<file path="src/rtl/visitor_direction_counter_if.sv">
// Sensor inputs and occupancy outputs of the visitor direction counter.
interface visitor_direction_counter_if;
  logic       sens_a;
  logic       sens_b;
  logic [7:0] count;
  logic       entry_p;
  logic       exit_p;
  logic       full;
  logic       empty;
  logic       err;

  modport master (
    output sens_a, sens_b,
    input  count, entry_p, exit_p, full, empty, err
  );

  modport slave (
    input  sens_a, sens_b,
    output count, entry_p, exit_p, full, empty, err
  );
endinterface

</file>
<file path="src/rtl/visitor_direction_counter.sv">
// Two-beam doorway occupancy counter: synchronise and debounce both beams, track
// the A/B passage order with an FSM and keep a saturating occupancy count.
module visitor_direction_counter #(
  parameter int MAX_COUNT  = 99,
  parameter int DEB_CYCLES = 4,
  parameter int TIMEOUT    = 1000
) (
  input logic                        clk,
  input logic                        rst,
  visitor_direction_counter_if.slave bus
);

  localparam int DW = $clog2(DEB_CYCLES + 1);
  localparam int TW = $clog2(TIMEOUT + 1);
  localparam logic [DW-1:0] DEB_LAST = DW'(DEB_CYCLES - 1);
  localparam logic [TW-1:0] TMO_LAST = TW'(TIMEOUT - 1);
  localparam logic [7:0]    MAX_CNT  = 8'(MAX_COUNT);

  typedef enum logic [2:0] {
    IDLE     = 3'd0,
    A1       = 3'd1,
    AB_A     = 3'd2,
    B2       = 3'd3,
    B1       = 3'd4,
    AB_B     = 3'd5,
    A2       = 3'd6,
    WAIT_CLR = 3'd7
  } state_e;

  logic [1:0]    sync_a_q, sync_b_q;
  logic [DW-1:0] run_a_q, run_b_q;
  logic          da_q, db_q;
  state_e        state_q, state_d;
  logic [TW-1:0] tmo_q, tmo_d;
  logic [7:0]    count_q, count_d;
  logic          entry_p_q, entry_p_d;
  logic          exit_p_q, exit_p_d;
  logic          err_q, err_d;
  logic          entry_ev_s, exit_ev_s, evt_err_s, tmo_err_s;
  logic          pulse_s;
  logic [8:0]    dec_s;

  // Synchroniser and debouncer for both beams.
  always_ff @(posedge clk) begin
    if (rst) begin
      sync_a_q <= 2'b00;
      sync_b_q <= 2'b00;
      run_a_q  <= '0;
      run_b_q  <= '0;
      da_q     <= 1'b0;
      db_q     <= 1'b0;
    end else begin
      sync_a_q <= {sync_a_q[0], bus.sens_a};
      sync_b_q <= {sync_b_q[0], bus.sens_b};
      if (sync_a_q[1] == da_q) begin
        run_a_q <= '0;
      end else if (run_a_q == DEB_LAST) begin
        da_q    <= sync_a_q[1];
        run_a_q <= '0;
      end else begin
        run_a_q <= run_a_q + DW'(1);
      end
      if (sync_b_q[1] == db_q) begin
        run_b_q <= '0;
      end else if (run_b_q == DEB_LAST) begin
        db_q    <= sync_b_q[1];
        run_b_q <= '0;
      end else begin
        run_b_q <= run_b_q + DW'(1);
      end
    end
  end

  // An event pulse just fired: IDLE waits a cycle so no two pulses are adjacent.
  assign pulse_s = entry_p_q | exit_p_q | err_q;

  // Passage FSM next state, passage events and timeout.
  always_comb begin
    state_d    = state_q;
    entry_ev_s = 1'b0;
    exit_ev_s  = 1'b0;
    evt_err_s  = 1'b0;
    tmo_err_s  = 1'b0;
    case (state_q)
      IDLE: begin
        if (pulse_s)             state_d = IDLE;
        else if (da_q && !db_q)  state_d = A1;
        else if (!da_q && db_q)  state_d = B1;
        else if (da_q && db_q) begin
          state_d   = WAIT_CLR;
          evt_err_s = 1'b1;
        end else                 state_d = IDLE;
      end
      A1: begin
        if (da_q && db_q)        state_d = AB_A;
        else if (!da_q && !db_q) state_d = IDLE;
        else                     state_d = A1;
      end
      AB_A: begin
        if (!da_q && db_q)       state_d = B2;
        else if (da_q && !db_q)  state_d = A1;
        else                     state_d = AB_A;
      end
      B2: begin
        if (!da_q && !db_q) begin
          state_d    = IDLE;
          entry_ev_s = 1'b1;
        end else if (da_q)       state_d = AB_A;
        else                     state_d = B2;
      end
      B1: begin
        if (da_q && db_q)        state_d = AB_B;
        else if (!da_q && !db_q) state_d = IDLE;
        else                     state_d = B1;
      end
      AB_B: begin
        if (da_q && !db_q)       state_d = A2;
        else if (!da_q && db_q)  state_d = B1;
        else                     state_d = AB_B;
      end
      A2: begin
        if (!da_q && !db_q) begin
          state_d   = IDLE;
          exit_ev_s = 1'b1;
        end else if (db_q)       state_d = AB_B;
        else                     state_d = A2;
      end
      WAIT_CLR: begin
        if (!da_q && !db_q)      state_d = IDLE;
        else                     state_d = WAIT_CLR;
      end
      default:                   state_d = IDLE;
    endcase

    if ((state_q != IDLE) && (state_q != WAIT_CLR) &&
        (state_d == state_q) && (tmo_q == TMO_LAST)) begin
      state_d   = WAIT_CLR;
      tmo_err_s = 1'b1;
    end else begin
      tmo_err_s = 1'b0;
    end

    if (state_d != state_q)                          tmo_d = '0;
    else if ((state_q != IDLE) && (state_q != WAIT_CLR)) tmo_d = tmo_q + TW'(1);
    else                                             tmo_d = '0;
  end

  // Borrow out of the decrement flags an exit with nobody inside.
  assign dec_s = {1'b0, count_q} - 9'd1;

  // Occupancy update and event pulses.
  always_comb begin
    count_d   = count_q;
    entry_p_d = 1'b0;
    exit_p_d  = 1'b0;
    err_d     = evt_err_s | tmo_err_s;
    if (entry_ev_s) begin
      if (count_q < MAX_CNT) begin
        count_d   = count_q + 8'd1;
        entry_p_d = 1'b1;
      end else begin
        err_d = 1'b1;
      end
    end else if (exit_ev_s) begin
      if (!dec_s[8]) begin
        count_d  = dec_s[7:0];
        exit_p_d = 1'b1;
      end else begin
        err_d = 1'b1;
      end
    end else begin
      count_d = count_q;
    end
  end

  // State, timeout and output registers.
  always_ff @(posedge clk) begin
    if (rst) begin
      state_q   <= IDLE;
      tmo_q     <= '0;
      count_q   <= 8'd0;
      entry_p_q <= 1'b0;
      exit_p_q  <= 1'b0;
      err_q     <= 1'b0;
    end else begin
      state_q   <= state_d;
      tmo_q     <= tmo_d;
      count_q   <= count_d;
      entry_p_q <= entry_p_d;
      exit_p_q  <= exit_p_d;
      err_q     <= err_d;
    end
  end

  assign bus.count   = count_q;
  assign bus.entry_p = entry_p_q;
  assign bus.exit_p  = exit_p_q;
  assign bus.err     = err_q;
  assign bus.full    = (count_q == MAX_CNT);
  assign bus.empty   = (count_q == 8'd0);

endmodule

</file>
<file path="src/flat_wrapper.sv">
// flat-port wrapper written by rule: the top's interface ports become plain ports
module visitor_direction_counter_flat 
#(
  parameter int MAX_COUNT  = 99,
  parameter int DEB_CYCLES = 4,
  parameter int TIMEOUT    = 1000
)
  (clk, rst, bus_sens_a, bus_sens_b, bus_count, bus_entry_p, bus_exit_p, bus_full, bus_empty, bus_err);
  visitor_direction_counter_if bus_i ();
  input logic clk;
  input logic rst;
  input wire logic [$bits(bus_i.sens_a)-1:0] bus_sens_a;
  input wire logic [$bits(bus_i.sens_b)-1:0] bus_sens_b;
  output wire logic [$bits(bus_i.count)-1:0] bus_count;
  output wire logic [$bits(bus_i.entry_p)-1:0] bus_entry_p;
  output wire logic [$bits(bus_i.exit_p)-1:0] bus_exit_p;
  output wire logic [$bits(bus_i.full)-1:0] bus_full;
  output wire logic [$bits(bus_i.empty)-1:0] bus_empty;
  output wire logic [$bits(bus_i.err)-1:0] bus_err;
  assign bus_i.sens_a = bus_sens_a;
  assign bus_i.sens_b = bus_sens_b;
  assign bus_count = bus_i.count;
  assign bus_entry_p = bus_i.entry_p;
  assign bus_exit_p = bus_i.exit_p;
  assign bus_full = bus_i.full;
  assign bus_empty = bus_i.empty;
  assign bus_err = bus_i.err;
  visitor_direction_counter #(.MAX_COUNT(MAX_COUNT), .DEB_CYCLES(DEB_CYCLES), .TIMEOUT(TIMEOUT)) u_core (.clk(clk), .rst(rst), .bus(bus_i));
endmodule
</file>
<file path="config.mk">
export PLATFORM = sky130hd
export DESIGN_NAME = visitor_direction_counter_flat
export DESIGN_NICKNAME = d
export VERILOG_FILES = /design/src/rtl/visitor_direction_counter_if.sv /design/src/rtl/visitor_direction_counter.sv /design/src/flat_wrapper.sv
export SDC_FILE = /design/constraint.sdc
export NUM_CORES = 1
export LEC_CHECK = 0
export CELL_PAD_IN_SITES_DETAIL_PLACEMENT = 1
export CELL_PAD_IN_SITES_GLOBAL_PLACEMENT = 2
export CORE_UTILIZATION = 35
export DETAILED_ROUTE_END_ITERATION = 16
export GPL_ROUTABILITY_DRIVEN = 0
export MAX_ROUTING_LAYER = met4
export PLACE_DENSITY = 0.85
export SYNTH_ARGS = -nofsm -noshare
export SYNTH_HDL_FRONTEND = slang
export SYNTH_SLANG_ARGS = --single-unit
</file>
<file path="constraint.sdc">
create_clock -name clk -period 2.8 [get_ports clk]
set_clock_uncertainty 0.1 [all_clocks]
set_input_delay 0.56 -clock clk [delete_from_list [all_inputs] [get_ports clk]]
set_output_delay 0.56 -clock clk [all_outputs]
set_load 0.005 [all_outputs]
</file>
After elaboration in Yosys (flattened, before gate mapping)
Cells that the tools add are included.

cells by class
  add/subtract/negate cells = 5
  magnitude comparators = 1
  equal/unequal tests = 18
  mux-type cells = 38
  bitwise logic cells = 8
  reductions and logical operators = 21

operators by type and width
  kind                                                  number
  two-way mux 3 bit                                     13
  two-way mux 8 bit                                     4
  case mux 3 bit (8 select lines)                       1
  two-way mux 1 bit                                     18
  equality test 3 x 2 -> 1 bit (second input constant)  4
  equality test 3 bit (second input constant)           4
  OR reduction 3 bit                                    4
  adder 10 x 1 -> 10 bit (second input constant)        1
  equality test 10 bit (second input constant)          1
  subtractor 8 x 1 -> 9 bit (second input constant)     1
  adder 8 x 1 -> 8 bit (second input constant)          1
  equality test 8 x 7 -> 1 bit (second input constant)  1
  logical NOT 8 bit                                     1
  < comparator 8 x 7 -> 1 bit (second input constant)   1
  logical AND 1 bit                                     7
  adder 3 x 1 -> 3 bit (second input constant)          2
  NOT 1 bit                                             5
  two-way mux 2 bit                                     2
  AND reduction 2 bit                                   2
  equality test 3 x 1 -> 1 bit (second input constant)  1
  equality test 3 bit                                   1
  logical NOT 3 bit                                     1
  inequality test 3 bit                                 1
  inequality test 3 bit (second input constant)         1
  9 further kinds                                       13

word-level totals
  register bits after elaboration = 36
  input port bits = 4
  output and inout port bits = 13

Longest topological paths before layout
  depth in word-level cells = 14
  gate-level depth with buffers = 9
  gate-level depth less buffers = 8

Worst setup path before layout
No wires, ideal clock.

  path type = register to register
  start = register u_core.db_q
  end = register u_core.count_q[5], in the netlist u_core.bus.count[5]
  library setup time = 0.071 ns
  arrival = 2.282 ns
  data required time = 2.629 ns
  setup slack = 0.348 ns
  stages on the path, launching flop included = 9
  buffers on the path = 1
  clock period less this slack = 2.452 ns
  cells stage by stage = dfxtp_1 -> inv_1 -> ha_1 -> and4b_1 -> buf_6 -> or4_4 -> o32a_1 -> or3_1 -> a21oi_1

on the way
  word-level cells in the longest chain between the ends = 6
  elaborated cells between the ends (all ways) = 10
  classes of those cells = eq/ne (2); mux (4); reduce/logical (4)

ends and longest elaborated chain
  item                                                                    line                                                                RTL
  start, declared                                                         visitor_direction_counter.sv:32                                     logic da_q, db_q;
  start signal, assigned                                                  visitor_direction_counter.sv:66                                     db_q <= sync_b_q[1];
  logical NOT 1 bit *                                                     visitor_direction_counter.sv:105, visitor_direction_counter.sv:122
  logical AND 1 bit *                                                     visitor_direction_counter.sv:105, visitor_direction_counter.sv:122
  two-way mux 1 bit *                                                     visitor_direction_counter.sv:105, visitor_direction_counter.sv:122
  two-way mux 1 bit                                                       visitor_direction_counter.sv:84                                     case (state_q)
  inequality test 2 x 1 -> 1 bit (no line), or another cell as far along  n/a
  AND reduction 3 bit (no line)                                           n/a
  end signal, assigned                                                    visitor_direction_counter.sv:188                                    count_q <= count_d;
  end, declared                                                           visitor_direction_counter.sv:35                                     logic [7:0] count_q, count_d;

Every way passes the cells marked *; elsewhere a longest branch is shown, timed or not.
A chain may end at the register's enable or synchronous reset.

Worst setup path after layout
  start = register u_core.count_q[3], in the netlist u_core.bus.count[3]
  end = output bus_empty

on the way
  word-level cells in the longest chain between the ends = 1

ends and longest elaborated chain
  item               line                              RTL
  logical NOT 8 bit  visitor_direction_counter.sv:200  assign bus.empty = (count_q == 8'd0);
  end, declared      flat_wrapper.sv:18                output wire logic [$bits(bus_i.empty)-1:0] bus_empty;

Every way passes these cells.

==> qor.yml <==
cts_root_buffer: "clkbuf_8"
synthDistinctLibCells: 51
track_usage_pct: 17.9
p_leak_uw: 0.000817
peakVddDrop_mv: 0.152
core_area_sq_mm: 0.00547
synth_async_sr_flop_share_pct: 0
syn_area_sq_mm: 0.00198
power_density_mw_per_mm2: 379
setup_viol: 0
slew_headroom_pct: 63.8
grt_overflow: 0
grt_max_degree: 17
initial_core_util_pct: 36.2
synth_seq_area_share_pct: 36.4
ant_nets: 0
nFillCells: 667
vias: 1688
fin_util_pct: 42.7
die_height_microns: 77.2
clockBufferDepth: 2
path_cells: "nor4_2, and3_1, clkdlybuf4s50_1"
drc: 0
required_ns: 2.14
drt-initial-drc-count: 63
cp_slowest_cell: "clkdlybuf4s50_1"
status: "completed"
final_max_slew_viol_count: 0
cts_buffers: 5
postCtsSetupRepairBufs: 0
cts_tree: "yes"
cp_slowest_stage_delay_ns: 0.50
area_growth_pct: 18.1
dr.pass1.iters: 4
clk_latency_ns: 0.28
dp_cells: 316
rows: 27
synth_cells: 227
fmax_ghz: 0.391
cp_top_family: "simple AND/OR/NAND/NOR gates"
critPathMaxFanout: 8
crit_arrival_ns: 1.89
syn_area_per_cell_sq_um: 8.72
crit_buf_inv: 1
worstMarginPinSlew_ns: 0.536
synth_edf_count: 0
nNetsFinal: 269
hpwl_mm: 3.55
grt_pass1_vias: 1694
layout_min_cycle_time_ns: 2.55
cts.sinks: 36
drive_gt1_share_pct: 11.2
postCtsHoldBufs: 0
clk_pin_slew_ns: 0.07
hold_viol: 0
min_path_type: "reg -> reg"
grt_pass1_wl_mm: 8.18
fin_crit_sh_pct: 91.2
syn-num-nets: 245
wl_mm: 4.75
ys.flop_type: "dfxtp_1"
pin_count: 17
numPortBuffers: 16
setup_tns_ns: 0
die_w_microns: 77.2
final_cell_count_no_fill: 323
critPathKind: "reg -> out"
ys_seq_elements: 36
vias_per_cell: 5.23
htree_levels: 2
diodes: 0
antenna_found_initial: 0
rsz0062_at_grt: "false"
fp.dieArea_sq_mm: 0.00596
startpoint_type: "register"
routedWlPerCell_microns: 14.7
yosys_warnings: 0
cap_violations: 0
endpoint_kind: "output pin"
[cell type report]
| class | count | area (sq um) | share of cell area (%) |
|---|---|---|---|
| multi-input combinational | 169 | 1160 | 49.6 |
| sequential | 36 | 722 | 30.9 |
| timing repair buffer | 27 | 243 | 10.4 |
| tap | 72 | 90.1 | 3.85 |
| clock buffer | 6 | 72.6 | 3.10 |
| inverter | 12 | 45.0 | 1.93 |
| clock inverter | 1 | 5.00 | 0.214 |
[report_power, final]
part	total, uW	switching (uW)	internal [uW]
combinational	17.5	8.58	8.96
clock	351	182	169
sequential	517	1.51	515
[what timing repair did]
action,in CTS,in global routing
endpoints found under the setup margin,0,8
gates resized for setup,0,1
hold endpoints to repair,0,0
[cells in the final DEF (no fill, tap or decap), types with 5 or more instances in the layout]
| cell | instances |
|---|---|
| nor2_1 | 25 |
| o21ai_0 | 5 |
| dfxtp_1 | 35 |
| inv_1 | 12 |
| ha_1 | 14 |
| nor4_1 | 8 |
| clkdlybuf4s50_1 | 16 |
| or3_1 | 5 |
| buf_4 | 11 |
| nand3_1 | 7 |
| nand4_1 | 6 |
| a21oi_1 | 13 |
| nor2b_1 | 6 |
| nand2_1 | 10 |
| xnor2_1 | 14 |
| clkbuf_8 | 5 |
| nor3_1 | 8 |
[Yosys cell counts (all sizes together) (2+ instances only)]
library cell | count | area [sq um]
or4 | 2 | 18.8
nor2b | 6 | 37.5
nand2 | 10 | 37.5
nor4 | 9 | 62.6
o2111ai | 2 | 23.8
nand4 | 6 | 37.5
inv | 12 | 45.0
and2 | 3 | 18.8
nand3 | 7 | 35.0
nand2b | 3 | 18.8
o21ai | 6 | 30.0
clkbuf | 6 | 22.5
dfxtp | 36 | 721
nand4b | 3 | 26.3
a31oi | 3 | 18.8
xor2 | 3 | 26.3
mux2i | 2 | 20.0
ha | 14 | 175
o22a | 3 | 26.3
or3 | 5 | 31.3
and3 | 2 | 12.5
a21oi | 14 | 73.8
or3b | 2 | 17.5
nor2 | 25 | 93.8
nor3 | 9 | 50.1
xnor2 | 14 | 123
buf | 4 | 31.3
[worst register-to-register path, stage by stage (launching register included)]
cell       delay, ns
dfxtp_2         0.40
inv_1           0.10
ha_1            0.32
or3b_1          0.42
o2111ai_1       0.14
o211ai_1        0.22
nor2_1          0.22
a22oi_2         0.10
buf_4           0.18
nor4_1          0.25
[registers in the layout, summed over array words and instances (netlist names)]
| name | flops |
|---|---|
| u_core.tmo_q | 10 |
| u_core.bus.count | 8 |
| u_core.run_a_q | 3 |
| u_core.run_b_q | 3 |
| u_core.state_q | 3 |
| u_core.sync_a_q | 2 |
| u_core.sync_b_q | 2 |
| u_core.bus.entry_p | 1 |
| u_core.bus.err | 1 |
| u_core.bus.exit_p | 1 |
| u_core.da_q | 1 |
| u_core.db_q | 1 |
[routing by layer]
| metal | GRT usage [%] | vias to the layer above | wire length (microns) |
|---|---|---|---|
| met4 | 6.23 | 0 | 38 |
| met5 | - | - | 0 |
| met3 | 3.93 | 2 | 110 |
| li1 | - | 855 | - |
| met2 | 28.6 | 15 | 2340 |
| met1 | 22.2 | 816 | 2260 |
[cell families after synthesis]
kind of cell,synth area share (%)
AND/OR/NAND/NOR,26.8
AO/OA/AOI/OAI,13.8
flip-flops,36.4
buffers and inverters,4.99
XOR/XNOR,7.52
adder cells (fa/ha/maj),8.85
multiplexers,1.58
[per-stage QoR]
| step | total power [uW] | instance area, sq um | hold WS [ns] | worst slack [ns] |
|---|---|---|---|---|
| floorplan | 537 | 1980 | 0.299 | 0.348 |
| global placement | 546 | 2260 | 0.308 | 0.325 |
| detailed placement | 546 | 2260 | 0.320 | 0.157 |
| CTS | 903 | 2340 | 0.330 | 0.124 |
| global route | 931 | 2340 | 0.367 | 0.0425 |
| finish | 886 | 2340 | 0.325 | 0.246 |
[path summary, 6_finish.rpt]
check / start / slack, ns / endpoint / cells after the start
max: u_core.bus.count[3] / 0.25 / bus_empty / 3
min: u_core.run_a_q[0] / 0.32 / u_core.run_a_q[0] / 1
max reg2reg: u_core.db_q / 0.26 / u_core.tmo_q[6] / 9
min reg2reg: u_core.run_a_q[0] / 0.32 / u_core.run_a_q[0] / 1
Note: power is estimated with default switching activity, not from simulation.
